[src/rtl/fill_r_pkg.sv]
// rtl/fill_r_pkg.sv - shared AXI width macros, FSM encodings and response codes for fill_r
//
// Purpose : default AXI/tag widths (overridable by predefining the macros),
//           fill FSM state encodings and AXI response constants.
// Ports   : none (package).
// Options : FILL_R_CHK_EN is consumed by fill_r, not here.

`ifndef AXI_ADDR_WIDTH
`define AXI_ADDR_WIDTH 32
`endif
`ifndef AXI_DATA_WIDTH
`define AXI_DATA_WIDTH 64
`endif
`ifndef AXI_ID_WIDTH
`define AXI_ID_WIDTH 4
`endif
`ifndef AXI_ID
`define AXI_ID 3
`endif
`ifndef TID_WIDTH
`define TID_WIDTH 4
`endif

package fill_r_pkg;

    localparam logic [1:0] S_IDLE = 2'd0;
    localparam logic [1:0] S_WAIT = 2'd1;
    localparam logic [1:0] S_PUSH = 2'd2;

    localparam logic [1:0] RESP_OKAY   = 2'b00;
    localparam logic [1:0] RESP_SLVERR = 2'b10;

    function automatic logic resp_is_okay(input logic [1:0] resp);
        return resp == RESP_OKAY;
    endfunction

endpackage

[src/rtl/fill_r.sv]
// rtl/fill_r.sv - cache-line fill engine: RMiss pop, single-beat R accept, response/fill-write push
//
// Purpose : pops one outstanding read-miss {tid, addr}, waits for its single
//           R beat, then pushes {tid, resp, data} to the response FIFO and,
//           for OKAY responses only, {addr, data} to the fill-write FIFO.
//           One transaction in flight; at least 3 cycles each.
// Ports   : clk, rst_n (sync, active-low)
//           rid_i/rdata_i/rresp_i/rlast_i/rvalid_i/rready_o  R channel
//           rmfifo_aempty_i/rmfifo_rden_o/rmfifo_data_i      RMiss FIFO read side
//           rspfifo_afull_i/rspfifo_wren_o/rspfifo_data_o    response FIFO write side
//           fwfifo_afull_i/fwfifo_wren_o/fwfifo_data_o       fill-write FIFO write side
//           err_o                                            sticky protocol error
// Options : define FILL_R_CHK_EN to compile in RID/RLAST checking; otherwise
//           err_o is tied low and rid_i/rlast_i are ignored.

`ifndef AXI_ADDR_WIDTH
`define AXI_ADDR_WIDTH 32
`endif
`ifndef AXI_DATA_WIDTH
`define AXI_DATA_WIDTH 64
`endif
`ifndef AXI_ID_WIDTH
`define AXI_ID_WIDTH 4
`endif
`ifndef AXI_ID
`define AXI_ID 3
`endif
`ifndef TID_WIDTH
`define TID_WIDTH 4
`endif

module fill_r
    import fill_r_pkg::*;
#(
    parameter int ADDR_WIDTH = `AXI_ADDR_WIDTH,
    parameter int DATA_WIDTH = `AXI_DATA_WIDTH,
    parameter int ID_WIDTH   = `AXI_ID_WIDTH,
    parameter int ID         = `AXI_ID,
    parameter int TID_WIDTH  = `TID_WIDTH
) (
    input  logic                              clk,
    input  logic                              rst_n,
    input  logic [ID_WIDTH-1:0]               rid_i,
    input  logic [DATA_WIDTH-1:0]             rdata_i,
    input  logic [1:0]                        rresp_i,
    input  logic                              rlast_i,
    input  logic                              rvalid_i,
    output logic                              rready_o,
    input  logic                              rmfifo_aempty_i,
    output logic                              rmfifo_rden_o,
    input  logic [TID_WIDTH+ADDR_WIDTH-1:0]   rmfifo_data_i,
    input  logic                              rspfifo_afull_i,
    output logic                              rspfifo_wren_o,
    output logic [TID_WIDTH+2+DATA_WIDTH-1:0] rspfifo_data_o,
    input  logic                              fwfifo_afull_i,
    output logic                              fwfifo_wren_o,
    output logic [ADDR_WIDTH+DATA_WIDTH-1:0]  fwfifo_data_o,
    output logic                              err_o
);

    logic [1:0]            r_state;
    logic [TID_WIDTH-1:0]  r_tid;
    logic [ADDR_WIDTH-1:0] r_addr;
    logic [DATA_WIDTH-1:0] r_data;
    logic [1:0]            r_resp;

    logic       w_okay;
    logic       w_pop;
    logic       w_accept;
    logic       w_push;
    logic [1:0] w_resp_in;

    assign w_okay   = resp_is_okay(r_resp);
    assign w_pop    = (r_state == S_IDLE) && !rmfifo_aempty_i;
    assign w_accept = (r_state == S_WAIT) && rvalid_i;
    // An error response needs only the response FIFO; the fill FIFO's
    // backpressure matters only when a line is actually written.
    assign w_push   = (r_state == S_PUSH) && !rspfifo_afull_i &&
                      (!w_okay || !fwfifo_afull_i);

    // Handshake outputs are gated by rst_n so nothing fires while reset is held.
    assign rmfifo_rden_o  = rst_n && w_pop;
    assign rready_o       = rst_n && (r_state == S_WAIT);
    assign rspfifo_wren_o = rst_n && w_push;
    assign fwfifo_wren_o  = rst_n && w_push && w_okay;

    assign rspfifo_data_o = {r_tid, r_resp, r_data};
    assign fwfifo_data_o  = {r_addr, r_data};

`ifdef FILL_R_CHK_EN
    logic w_bad_beat;
    logic r_err;

    assign w_bad_beat = (rid_i != ID[ID_WIDTH-1:0]) || !rlast_i;
    assign w_resp_in  = w_bad_beat ? RESP_SLVERR : rresp_i;
    assign err_o      = r_err;

    always_ff @(posedge clk) begin
        if (!rst_n) begin
            r_err <= 1'b0;
        end else if (w_accept && w_bad_beat) begin
            r_err <= 1'b1;
        end
    end
`else
    logic w_unused_chk;

    assign w_unused_chk = ^{rid_i, rlast_i, ID[0]};
    assign w_resp_in    = rresp_i;
    assign err_o        = 1'b0;
`endif

    always_ff @(posedge clk) begin
        if (!rst_n) begin
            r_state <= S_IDLE;
            r_tid   <= '0;
            r_addr  <= '0;
            r_data  <= '0;
            r_resp  <= '0;
        end else begin
            case (r_state)
                S_IDLE: begin
                    if (w_pop) begin
                        {r_tid, r_addr} <= rmfifo_data_i;
                        r_state         <= S_WAIT;
                    end
                end
                S_WAIT: begin
                    if (w_accept) begin
                        r_data  <= rdata_i;
                        r_resp  <= w_resp_in;
                        r_state <= S_PUSH;
                    end
                end
                S_PUSH: begin
                    if (w_push) begin
                        r_state <= S_IDLE;
                    end
                end
                default: r_state <= S_IDLE;
            endcase
        end
    end

endmodule

[config.mk]
export PLATFORM = sky130hd
export DESIGN_NAME = fill_r
export DESIGN_NICKNAME = d
export VERILOG_FILES = /design/src/rtl/fill_r_pkg.sv /design/src/rtl/fill_r.sv
export SDC_FILE = /design/constraint.sdc
export NUM_CORES = 1
export LEC_CHECK = 0
export ABC_AREA = 1
export ABC_CLOCK_PERIOD_IN_PS = 1200
export CAP_MARGIN = 20
export CORE_MARGIN = 2
export CORE_UTILIZATION = 33
export DETAILED_ROUTE_END_ITERATION = 16
export HOLD_SLACK_MARGIN = 0.08
export PLACE_DENSITY_LB_ADDON = 0.12
export SETUP_SLACK_MARGIN = 0.02
export SLEW_MARGIN = 0
export SYNTH_ARGS = -nofsm -noshare
export SYNTH_HDL_FRONTEND = slang
export SYNTH_SLANG_ARGS = --single-unit
[constraint.sdc]
create_clock -name clk -period 1.2 [get_ports clk]
set_input_delay 0.12 -clock clk [delete_from_list [all_inputs] [get_ports clk]]
set_output_delay 0.12 -clock clk [all_outputs]
set_load 0.01 [all_outputs]
==> summary.md, run 1 <==
The flow ran to the end, but the final reports show violations. The final reports fail on negative setup slack. The count of clock tree sinks came out at 104. The kind of start point of the critical path was a flop. The later pin in the worst-skew pair is clocked with a latency of 0.34 ns.

For the effective utilization at floorplan, the log shows 33.9%. The clock arrives with 0.00629 ns of skew. Once detail routing completed, the nets flagged for antenna violations numbered 0. The logs give 1.61 ns for the critical path arrival and 0 for the number of hold-slack violations in the final timing report. The final critical path takes up 118% of the cycle. The tools report the number of antenna diodes as 0. The placed cell area was 6750 sq um. The signal on the critical path passes through inv_2 -> buf_6 -> nor2_4 -> buf_8 -> buf_12 -> nand2_8 -> buf_12 -> nand2_2 -> a21oi_2. Sequential cells were found to cover 48.7% of the synthesized design area. The internal portion of the total power is 6.28 mW. Yosys mapped the design onto 19 distinct sky130hd cell types. Using the TritonRoute via totals, the vias-per-cell ratio works out to 4.80. The total placed cells including tap cells was 908; the share of layout cells above drive strength 1 was 33.2%. The depth of the worst register-to-register path works out to 9.

For this run, the total global-route usage over all layers was measured as 21.3%. Buffers placed on the I/O ports in this run total 277. In the routed design, unresolved DRC markers number 0. Dividing the detail-routed wire length by the instance count gives 17.0 um. In this run the critical register-to-register path is captured at r_data[1]$_SDFFE_PN0P_. The analysis attributes to cell leakage a power of 3.66 nW.

For the number of pins exceeding their max-slew limit in the final report, the log shows 0. The cell area after synthesis was 4280 sq um; the area growth from synthesis to layout was 92.0%. For the routed metal-1 wire length, the log shows 5810 um. After synthesis, the largest area contributor takes up 48.7% of total cell area.

Counting flops and latches in the post-synthesis netlist gives 104. For the pin with the worst max-slew slack, the measured transition is 0.775 ns. The buffer depth of the longest clock path was 2.

Across all register-to-register paths, the minimum setup slack is -0.22 ns. The mean cell area of the mapped netlist works out to 7.90 sq um. Ranked by total cell area, the synthesized netlist is headed by sky130_fd_sc_hd__dfxtp_1 (49%), sky130_fd_sc_hd__buf_4 (13%), sky130_fd_sc_hd__a21oi_1 (7.8%). Along the worst path, the maximum fanout reaches 8. In the detailed route, the total length drawn on met3 is 1260 um. The number of synthesized flops with an enable pin came out at 0. For the logic gate share of total power, the log shows 26.0%. For the switching power, the log shows 2.48 mW. 284 I/O pins were placed. The largest total area in the synthesized netlist belongs to sky130_fd_sc_hd__dfxtp_1.

Wire segments on met2 add up to 8760 um in the final route. The run gives 4465 as the number of global-route vias before repair. The clock network power share was 30.2%; the async set-or-reset flop fraction in the synthesized netlist was 0%. The delay of the slowest cell on the worst path was 0.36 ns. STA classifies the critical path endpoint as a flop.

Cells fill 65.1% of the core in the end. In the synthesized netlist, the cells that appear most often are sky130_fd_sc_hd__dfxtp_1 (104), sky130_fd_sc_hd__nor2_1 (78), sky130_fd_sc_hd__buf_4 (74). In this run the clock root is driven by a sky130_fd_sc_hd__clkbuf_16.

The first detailed-routing pass ran for 4 iterations. Sequential cells account for 43.8% of the total power. Clock-pin slew was measured on the worst setup and hold paths at 0.07 ns.

The tools report the worst setup path startpoint as r_state[0]$_SDFFE_PN0P_. The final layout contains 889 nets. Measured against its own limit, the worst slew margin works out to 48.3%. From bottom edge to top edge, the die measures 118 um. The critical path is of the flop to flop type. The number of buffers inserted for hold repair after clock tree synthesis was 0; the synthesized net count was 654.

Net switching is 28.3% of the power. The cell depth of the worst min-delay path works out to 3. The worst hold path class was input pin to flop. Top layer reached by signal wires: met4. For this run, the leading register cell type out of synthesis is sky130_fd_sc_hd__dfxtp_1. The filler cells instantiated in the layout total 1126. The first global-routing pass estimated 23600 um of wire. The endpoint of the most critical setup path was r_data[1]$_SDFFE_PN0P_.

Power spread over the standard cell area amounts to 1070 nW/um^2. For this block, the via count after detailed routing is 4568. Setup violations remaining at the end of the flow were counted as 108.

Number of buffers created by CTS: 9. The worst register-to-register path begins at r_state[0]$_SDFFE_PN0P_. The cell count after synthesis came out at 541. Summed over all layers, the routed wires come to 16200 um. The placement row count is 41. TritonCTS built the clock tree. Across the run, the number of max-cap violations was 0.

Routability-driven placement finished with a final weighted congestion of 0.801. In this design, the critical path's most frequently occurring cell is sky130_fd_sc_hd__buf_12. At the worst endpoint, the required time is 1.39 ns.

Across the VDD grid, the largest voltage drop is 0.000711 V. The largest individual stage delay along the critical path comes from the cell sky130_fd_sc_hd__dfxtp_2. The H-tree generated during clock tree synthesis spans 3 levels. The finished layout holds 951 standard cells, fillers aside. The final global-route overflow total was 0; the DRC marker count from the first detailed-route iteration was 192. The setup slack after layout is -0.221 ns. Detailed placement finished with a half-perimeter wire length of 9840 um.

Most repeated cell in the gate-level netlist after synthesis: sky130_fd_sc_hd__dfxtp_1. Yosys printed 0 warnings. The logs give 8210 sq um for the finished layout cell area and 13900 sq um for the die outline area. The number of antenna violations at the first check in global routing was 0.

The region available for standard cell placement spans 12600 sq um. The run gives 703 MHz as the upper clock frequency limit. Entering global routing, the biggest net connects 57 pins. The floorplan step set the die width to 118 um.

Setup repair after global routing could not meet its margin everywhere. The clock period minus worst slack works out to 1.42 ns.
-- registers in the layout, summed over array words and instances (netlist names) --
| name | flops |
|---|---|
| r_resp | 2 |
| r_addr | 32 |
| r_state | 2 |
| r_tid | 4 |
| r_data | 64 |
-- critical path: cells and delay by family, from the launching register on --
kind	cells	cell delay [ns]
buffers and inverters	5	0.58
DFF	1	0.36
and+or+nand+nor	3	0.26
AOI/OAI and AO/OA	1	0.07
-- cells in the final DEF, fill, tap and decap left out, drive strengths merged, types with 6 or more instances in the layout --
cell | netlist | routed
clkdlybuf4s15 | 0 | 6
inv | 8 | 14
clkbuf | 16 | 14
o21ai | 36 | 36
dfxtp | 104 | 104
buf | 89 | 49
clkdlybuf4s50 | 0 | 106
a21oi | 67 | 67
nand2 | 72 | 73
dlygate4sd2 | 0 | 159
nor2 | 79 | 79
nand3 | 67 | 67
-- worst min path at each step --
stage / slack (ns) / startpoint / end
finish: 0.35 / rdata_i[9] / r_data[9]$_SDFFE_PN0P_
global route: 0.36 / rdata_i[25] / r_data[25]$_SDFFE_PN0P_
CTS: 0.34 / rdata_i[45] / r_data[45]$_SDFFE_PN0P_
detailed placement: 0.46 / r_data[63]$_SDFFE_PN0P_ / r_data[63]$_SDFFE_PN0P_
global placement: 0.46 / r_data[0]$_SDFFE_PN0P_ / r_data[0]$_SDFFE_PN0P_
floorplan: 0.28 / rmfifo_data_i[11] / r_addr[11]$_SDFFE_PN0P_
-- per-layer routing --
| metal | vias up | global-route usage (%) |
|---|---|---|
| li1 | 2182 | - |
| met1 | 2164 | 22.0 |
| met2 | 196 | 40.2 |
| met3 | 26 | 6.64 |
| met4 | 0 | 7.76 |
| met5 | - | 0 |
-- power groups by stage --
stage	Sequential [mW]	Clock, mW	Combinational (mW)
final	3.84	2.65	2.27
after CTS	3.79	2.72	2.09
after detailed placement	3.87	0	1.71
after global routing	3.86	2.86	2.42
after floorplan	3.94	0	0.680
after global placement	3.85	0	1.69
-- kinds of logic (layout without fill, tap and decap cells) --
kind of cell | Yosys count | in the layout | synth area share, %
buf+inv | 113 | 350 | 17.5
compound gates | 104 | 104 | 12.2
simple gates | 219 | 220 | 21.5
other cells | 1 | 1 | 0.0877
flops | 104 | 104 | 48.7
-- repair_timing --
item                       CTS  global route
setup buffers               15             4
resized for setup          346           164
setup endpoints to repair  274           112
hold endpoints to repair     0             0
cloned                      16             4
pin swaps                   49            43
-- metrics by stage --
stage                     hold WS [ns]  worst slack (ns)  setup TNS [ns]  power, mW
after floorplan                  0.283             0.104               0       4.62
after global placement           0.460            -0.420          -23.60       5.54
after detailed placement         0.465            -0.413          -25.32       5.58
after CTS                        0.338            -0.236          -13.94       8.61
after global routing             0.357            -0.271          -19.00       9.15
final                            0.350            -0.221          -12.24       8.76
-- final cells by class --
| class | count | area (sq um) | share of cell area (%) |
|---|---|---|---|
| flip-flops and latches | 104 | 2090 | 25.5 |
| well taps | 172 | 215 | 2.62 |
| multi-input cells | 325 | 2260 | 27.6 |
| repair inverters | 7 | 101 | 1.23 |
| repair buffers | 321 | 3220 | 39.3 |
| clock inverters | 1 | 5.00 | 0.0610 |
| inverters | 8 | 56.3 | 0.686 |
| clock buffers | 13 | 250 | 3.05 |
(Power assumes the default switching activity.)
==> inputs of run 2 (changes only) <==
ABC_AREA = unset   (was 1)
CORE_UTILIZATION = 34   (was 33)
PLACE_DENSITY = 0.77   (was unset)
PLACE_DENSITY_LB_ADDON = unset   (was 0.12)
==> run 2 against run 1 <==
The run still ends with negative setup slack left. Area after synthesis up 9.1%. Via count down 7.5%. Sequential cell count unchanged. Non-clock buffer count down 6. Register-to-register slack about the same. Synthesized cell count down 3.0%. Count of clock-buffer cells in the layout up 3. Critical path type is now flop to output pin. Largest cell class unchanged.
==> summary.md, run 2 <==
The run finished, with violations left. The final reports fail on negative setup slack. The max-cap violation count was 0; the peak fanout along the critical path was 3. In this run the clock root is driven by a sky130_fd_sc_hd__clkbuf_16. TritonCTS built the clock tree.

Via count normalized by instance count: 4.53. Across all hold checks on the routed design, the worst slack comes to 0.202 ns. The first detailed-routing pass took 4 iterations. The tools report the DRC marker count from the first detailed-route iteration as 175. The worst setup path is captured at an output pin. The clock transition at the registers of the reported paths came out at 0.06 ns. Summed over its instances, the top area cell type makes up 44.6% of the synthesized netlist area.

The clock passes through at most 2 buffers. In the synthesized netlist the dominant register cell turns out to be sky130_fd_sc_hd__dfxtp_1. More flip-flops sit in one register than any other, and that register is r_data.

The slowest stage of the critical path is the sky130_fd_sc_hd__or4_4 cell. The delay of the slowest cell on the worst path is 0.50 ns, and the count of clock tree sinks is 104. The width of the chip was 121 um. Most repeated cell in the gate-level netlist after synthesis: sky130_fd_sc_hd__nand2_1. The worst hold path belongs to the class input pin to flop.

The mean cell area of the mapped netlist works out to 8.88 sq um. In this run the cell area measured after placement is 7150 sq um. The count of buffers from port buffering is 277. The power density of the placed cells is 1070 nW/um^2, and the area of the core is 13300 sq um. The number of levels the H-tree was split into was 3. For this run, the register share of the synthesized area comes to 44.6%. 284 I/O pins were placed.

The total DRC errors in the routed layout was 0; the number of distinct library cells after synthesis was 21. Yosys attributes the largest share of cell area to sky130_fd_sc_hd__dfxtp_1 (45%), sky130_fd_sc_hd__mux2i_1 (22%), sky130_fd_sc_hd__nand2_1 (16%). The number of global-route vias before repair was 4276; the cell count after synthesis was 525. The area growth from synthesis to layout came out at 64.5%.

For the upper clock frequency limit, the log shows 656 MHz. Cells fill 57.7% of the core in the end. Once the floorplan was initialized, standard cells occupied 35.1% of the core. For this run the aggregate overflow at the end of global routing stands at 0. In the layout the commonest cells are sky130_fd_sc_hd__nand2_1 (204), sky130_fd_sc_hd__dlygate4sd2_1 (162), sky130_fd_sc_hd__clkdlybuf4s50_1 (106). Counting flops with a built-in enable in the synthesized netlist gives 0.

The logs give 19.4% for the total routing usage reported by global routing and 0.748 for the routability congestion estimate from global placement. In the final layout, the registers with the most flip-flops are r_data: 64 flops, r_addr: 32 flops, r_tid: 4 flops. The register with the most flip-flops in the layout has 64 of them. The first global-routing pass estimated 22000 um of wire.

The most common cell after layout, fill and taps aside is sky130_fd_sc_hd__nand2_1. Setup repair after global routing could not meet its margin everywhere. The number of buffers and inverters on the critical path is 1, and the required time at the endpoint of the critical path is 1.08 ns. The filler cells instantiated in the layout total 1216. The run gives 0.34 ns as the clock insertion delay at the later pin of the skew report. The number of clock buffers added by TritonCTS is 9. The number of pins exceeding their max-slew limit in the final report is 0, and the peak supply drop is 0.000556 V. The number of antenna violations at the first check in global routing is 0, and the share of layout cells above drive strength 1 is 9.52%. STA classifies the critical path startpoint as a flop.

The die is 121 um tall. The cell type contributing the most total cell area after synthesis is sky130_fd_sc_hd__dfxtp_1. Type of the worst setup path: flop to output pin.

STA puts the critical path data arrival time at 1.40 ns. Summing every instance area after synthesis gives 4660 sq um. The tools report the worst setup skew after layout as 0.00344 ns. The clock period minus worst slack is 1.52 ns. The kind of cell with the highest combined delay along the critical path is simple AND/OR/NAND/NOR gates.

The analysis attributes to cell leakage a power of 3.71 nW. The async set-or-reset flop fraction in the synthesized netlist is 0%. Row generation in the floorplan step produced 42 rows. The setup slack after layout came out at -0.325 ns. 0 antenna diodes ended up in the layout.

Entering global routing, the biggest net connects 114 pins. With fillers left out, the area of the finished cells amounts to 7670 sq um. The run gives 4226 as the routed via count. Counting instances in the post-synthesis netlist gives the leading cell types as sky130_fd_sc_hd__nand2_1 (204), sky130_fd_sc_hd__dfxtp_1 (104), sky130_fd_sc_hd__mux2i_1 (102). The setup TNS after final layout was -14.08 ns; the number of nets in the final layout was 864. The final layout contains routed wiring with a total length of 14700 um. The die covers 14700 sq um. In the final routed layout, each cell accounts on average for 15.7 um. The signal on the critical path passes through or4_4 -> nor2_2 -> buf_2.

In this run, synthesis produced a sequential element count of 104. The HPWL after detailed placement is 9660 um. The period utilization works out to 127%.

The synthesized net count was 638. Setup violations remaining at the end of the flow were counted as 99. The number of warning messages in the yosys log is 0, and the residual antenna-violating net count after detailed routing is 0.

The run gives 0 as the number of hold-slack violations in the final timing report.
==> run 2: kinds of logic (layout without fill, tap and decap cells) <==
group	count (synthesis)	count (layout)	share of synthesized area, %
compound gates	1	1	0.161
buf+inv	100	331	14.6
flops	104	104	44.6
mux	103	103	22.1
other cells	1	1	0.0804
simple gates	216	216	18.3
==> run 2: area by class of cell <==
type / count / area [sq um] / area share [%]
Clock buffer: 16 / 262 / 3.41
Tap cell: 176 / 220 / 2.87
Multi-Input combinational cell: 321 / 1970 / 25.7
Sequential cell: 104 / 2090 / 27.3
Timing Repair Buffer: 315 / 3130 / 40.8
==> run 2: path summary, 6_finish.rpt <==
| check | from | to | slack (ns) | depth (start not counted) |
|---|---|---|---|---|
| max | r_resp[0]$_SDFFE_PN0P_ | fwfifo_wren_o | -0.32 | 3 |
| min | rst_n | r_state[0]$_SDFFE_PN0P_ | 0.20 | 3 |
| max reg2reg | r_state[1]$_SDFFE_PN0P_ | r_data[21]$_SDFFE_PN0P_ | -0.23 | 5 |
| min reg2reg | r_tid[3]$_SDFFE_PN0P_ | r_tid[3]$_SDFFE_PN0P_ | 0.46 | 2 |
==> run 2: worst min-delay path, delay by kind of cell <==
| kind | cells | cell delay, ns |
|---|---|---|
| buf+inv | 2 | 0.25 |
| simple gates | 1 | 0.14 |
==> run 2: through the flow <==
stage               worst slack (ns)  std cells  total power [mW]
floorplan                     0.0118        525              4.62
global placement              -0.627        892              5.49
detailed placement            -0.631        892              5.53
CTS                           -0.379        937              8.31
global route                  -0.372        932              8.58
finish                        -0.325        932              8.21
==> run 2: per-layer routing <==
metal / wire length, um / track usage [%] / up-vias
li1: - / - / 2069
met1: 5460 / 20.6 / 1953
met2: 7640 / 35.2 / 185
met3: 1230 / 6.11 / 19
met4: 330 / 8.36 / 0
met5: 0 / 0 / -
==> run 2: report_power, final <==
part	internal (mW)	switching (mW)
Sequential	3.64	0.121
Clock	1.47	1.22
Combinational	1.02	0.742
Total	6.13	2.08
==> run 2: what timing repair did <==
action                     in CTS  in global routing
buffers inserted               19                  3
pin swaps                       4                  3
gates cloned                   10                  1
gates resized for setup       220                 28
setup endpoints to repair     264                110
hold buffers                    0                  0
==> inputs of run 3 (changes only) <==
CORE_MARGIN = 4   (was 2)
CORE_UTILIZATION = 40   (was 34)
DONT_BUFFER_PORTS = 1   (was unset)
PLACE_DENSITY = unset   (was 0.77)
==> run 3 against run 2 <==
The run now fails in clock tree synthesis (4_1_cts). Synthesized cell count unchanged. Area after synthesis unchanged.
==> summary.md, run 3 <==
The logs give 525 for the cell count after synthesis and 40.8% for the effective utilization at floorplan. From left edge to right edge, the die measures 116 um. Sorting the synthesized cells by area gives the leading types as sky130_fd_sc_hd__dfxtp_1 (45%), sky130_fd_sc_hd__mux2i_1 (22%), sky130_fd_sc_hd__nand2_1 (16%). The netlist uses 21 different library cells. The post-synthesis sequential area ratio is 44.6%. The number of clock buffers added by TritonCTS is 9. Averaged over all synthesized cells, the footprint is 8.88 sq um. Summing every instance area after synthesis gives 4660 sq um. The commonest cells after synthesis are sky130_fd_sc_hd__nand2_1 (204), sky130_fd_sc_hd__dfxtp_1 (104), sky130_fd_sc_hd__mux2i_1 (102). Buffers added to address setup during post-CTS repair amount to 12. Port buffering added 0 buffers. The synthesized net count was 638; the number of buffers inserted for hold repair after clock tree synthesis was 124.

The tree is rooted in a sky130_fd_sc_hd__clkbuf_16. The count of clock tree sinks came out at 104. The tool reported: "[ERROR RSZ-0060] Max buffer count reached". At the end of routability-driven placement, the weighted congestion stood at 0.689. The tools report the buffer depth of the longest clock path as 2. The terminating stage of the flow is clock tree synthesis (4_1_cts). The synthesized design contains 0 enable-type register cells. The total placed cells including tap cells was 581. Of the post-synthesis cell area, the dominant cell type holds 44.6%. By instance count, the leading cell after synthesis is sky130_fd_sc_hd__nand2_1. The number of warning messages in the yosys log came out at 0. The floorplan has 39 rows. The total of flip-flops plus latches after synthesis is 104, and the vertical die dimension is 116 um.

For this design the top-level I/O count stands at 284. The flow did not finish. The wire-length estimate of the detail-placed layout is 7090 um.

The clock tree synthesis step divided the H-tree into 3 levels. The prevailing post-synth register cell was sky130_fd_sc_hd__dfxtp_1. The synthesized design spends more area on one cell type than any other, namely sky130_fd_sc_hd__dfxtp_1.

After synthesis, the share of flip-flops with an asynchronous set or reset is 0%. After clock tree synthesis, the repair step resized 25 gates.
## run 3: cell counts after synthesis
Identical to the previous run, type by type.
## run 3: cell families after synthesis
kind of cell | after synthesis | synth area share, %
and+or+nand+nor | 216 | 18.3
other | 1 | 0.0804
DFF | 104 | 44.6
buffers and inverters | 100 | 14.6
muxes | 103 | 22.1
AOI/OAI and AO/OA | 1 | 0.161
## run 3: through the flow
| step | worst slack, ns | utilization [%] | cell area [sq um] |
|---|---|---|---|
| floorplan | 0.0118 | - | 4670 |
| global placement | 0.0107 | 37.6 | 4290 |
| detailed placement | -0.0456 | 37.6 | 4290 |
==> inputs of run 4 (changes only) <==
ABC_CLOCK_PERIOD_IN_PS = 1550   (was 1200)
CORE_UTILIZATION = 25   (was 40)
HOLD_SLACK_MARGIN = unset   (was 0.08)
PLACE_DENSITY_LB_ADDON = 0.15   (was unset)
SETUP_SLACK_MARGIN = unset   (was 0.02)
clock period = 1.55 ns   (was 1.2 ns; I/O delays follow)
==> run 4 against run 3 <==
The run again fails in clock tree synthesis (4_1_cts). Area after synthesis did not move. Synthesized cell count is the same.
==> summary.md, run 4 <==
The flow did not finish. The tools report the placement row count as 49. sky130_fd_sc_hd__dfxtp_1 takes more of the synthesized area than any other cell. CTS saw 104 sinks. Input and output buffers added on the ports amount to 0.

The vertical die dimension came out at 145 um. Buffer type at the clock tree root: sky130_fd_sc_hd__clkbuf_16. From left edge to right edge, the die measures 145 um. The stage where the run came to a stop is clock tree synthesis (4_1_cts).

In the synthesized netlist the async set-or-reset flop fraction comes to 0%. The clock passes through at most 2 buffers. The number of clock buffers added by TritonCTS is 9. Number of warning messages in the yosys log: 0. Yosys mapped the design onto 21 distinct sky130hd cell types. The number of buffers inserted for hold repair after clock tree synthesis is 136, and the number of synthesized flops with an enable pin is 0. The post-CTS repair timing setup buffer count is 1. The tool reported: "[ERROR RSZ-0060] Max buffer count reached".

The clock tree synthesis step divided the H-tree into 3 levels. In this run the mean area of a mapped cell was 8.88 sq um. Once the floorplan was initialized, standard cells occupied 25.7% of the core. Prevailing post-synth register cell: sky130_fd_sc_hd__dfxtp_1. Routability-driven placement finished with a final weighted congestion of 0.676. Summed over all nets, the half-perimeter wirelength after detailed placement is 7660 um. After synthesis, the most frequently instantiated cells are sky130_fd_sc_hd__nand2_1 (204), sky130_fd_sc_hd__dfxtp_1 (104), sky130_fd_sc_hd__mux2i_1 (102).

The number of nets handed over by synthesis was 638. Synthesis handed over a netlist of 525 instances. The total of flip-flops plus latches after synthesis is 104, and the post-synthesis sequential area ratio is 44.6%.

After synthesis, the cell types taking the most area are sky130_fd_sc_hd__dfxtp_1 (45%), sky130_fd_sc_hd__mux2i_1 (22%), sky130_fd_sc_hd__nand2_1 (16%). For the cell area after synthesis, the log shows 4660 sq um. Gates resized during post-CTS repair numbered 11.

Most repeated cell in the gate-level netlist after synthesis: sky130_fd_sc_hd__nand2_1. For this design the top-level I/O count stands at 284. In this run the biggest area consumer among cell types represents 44.6% of the synthesized area.
==> run 4: cell counts after synthesis <==
No cell type changed its count.
==> run 4: cells by family after synthesis <==
logic type             count (synthesis)  synth area share [%]
and+or+nand+nor                      216                  18.3
DFF                                  104                  44.6
muxes                                103                  22.1
buffers and inverters                100                  14.6
AOI/OAI and AO/OA                      1                 0.161
other                                  1                0.0804
==> run 4: metrics by stage <==
stage	instances	cell area, sq um	worst slack [ns]	util (%)
2_1_floorplan	525	4660	0.303	-
3_3_place_gp	660	4370	0.259	24.1
3_5_place_dp	660	4370	0.198	24.1
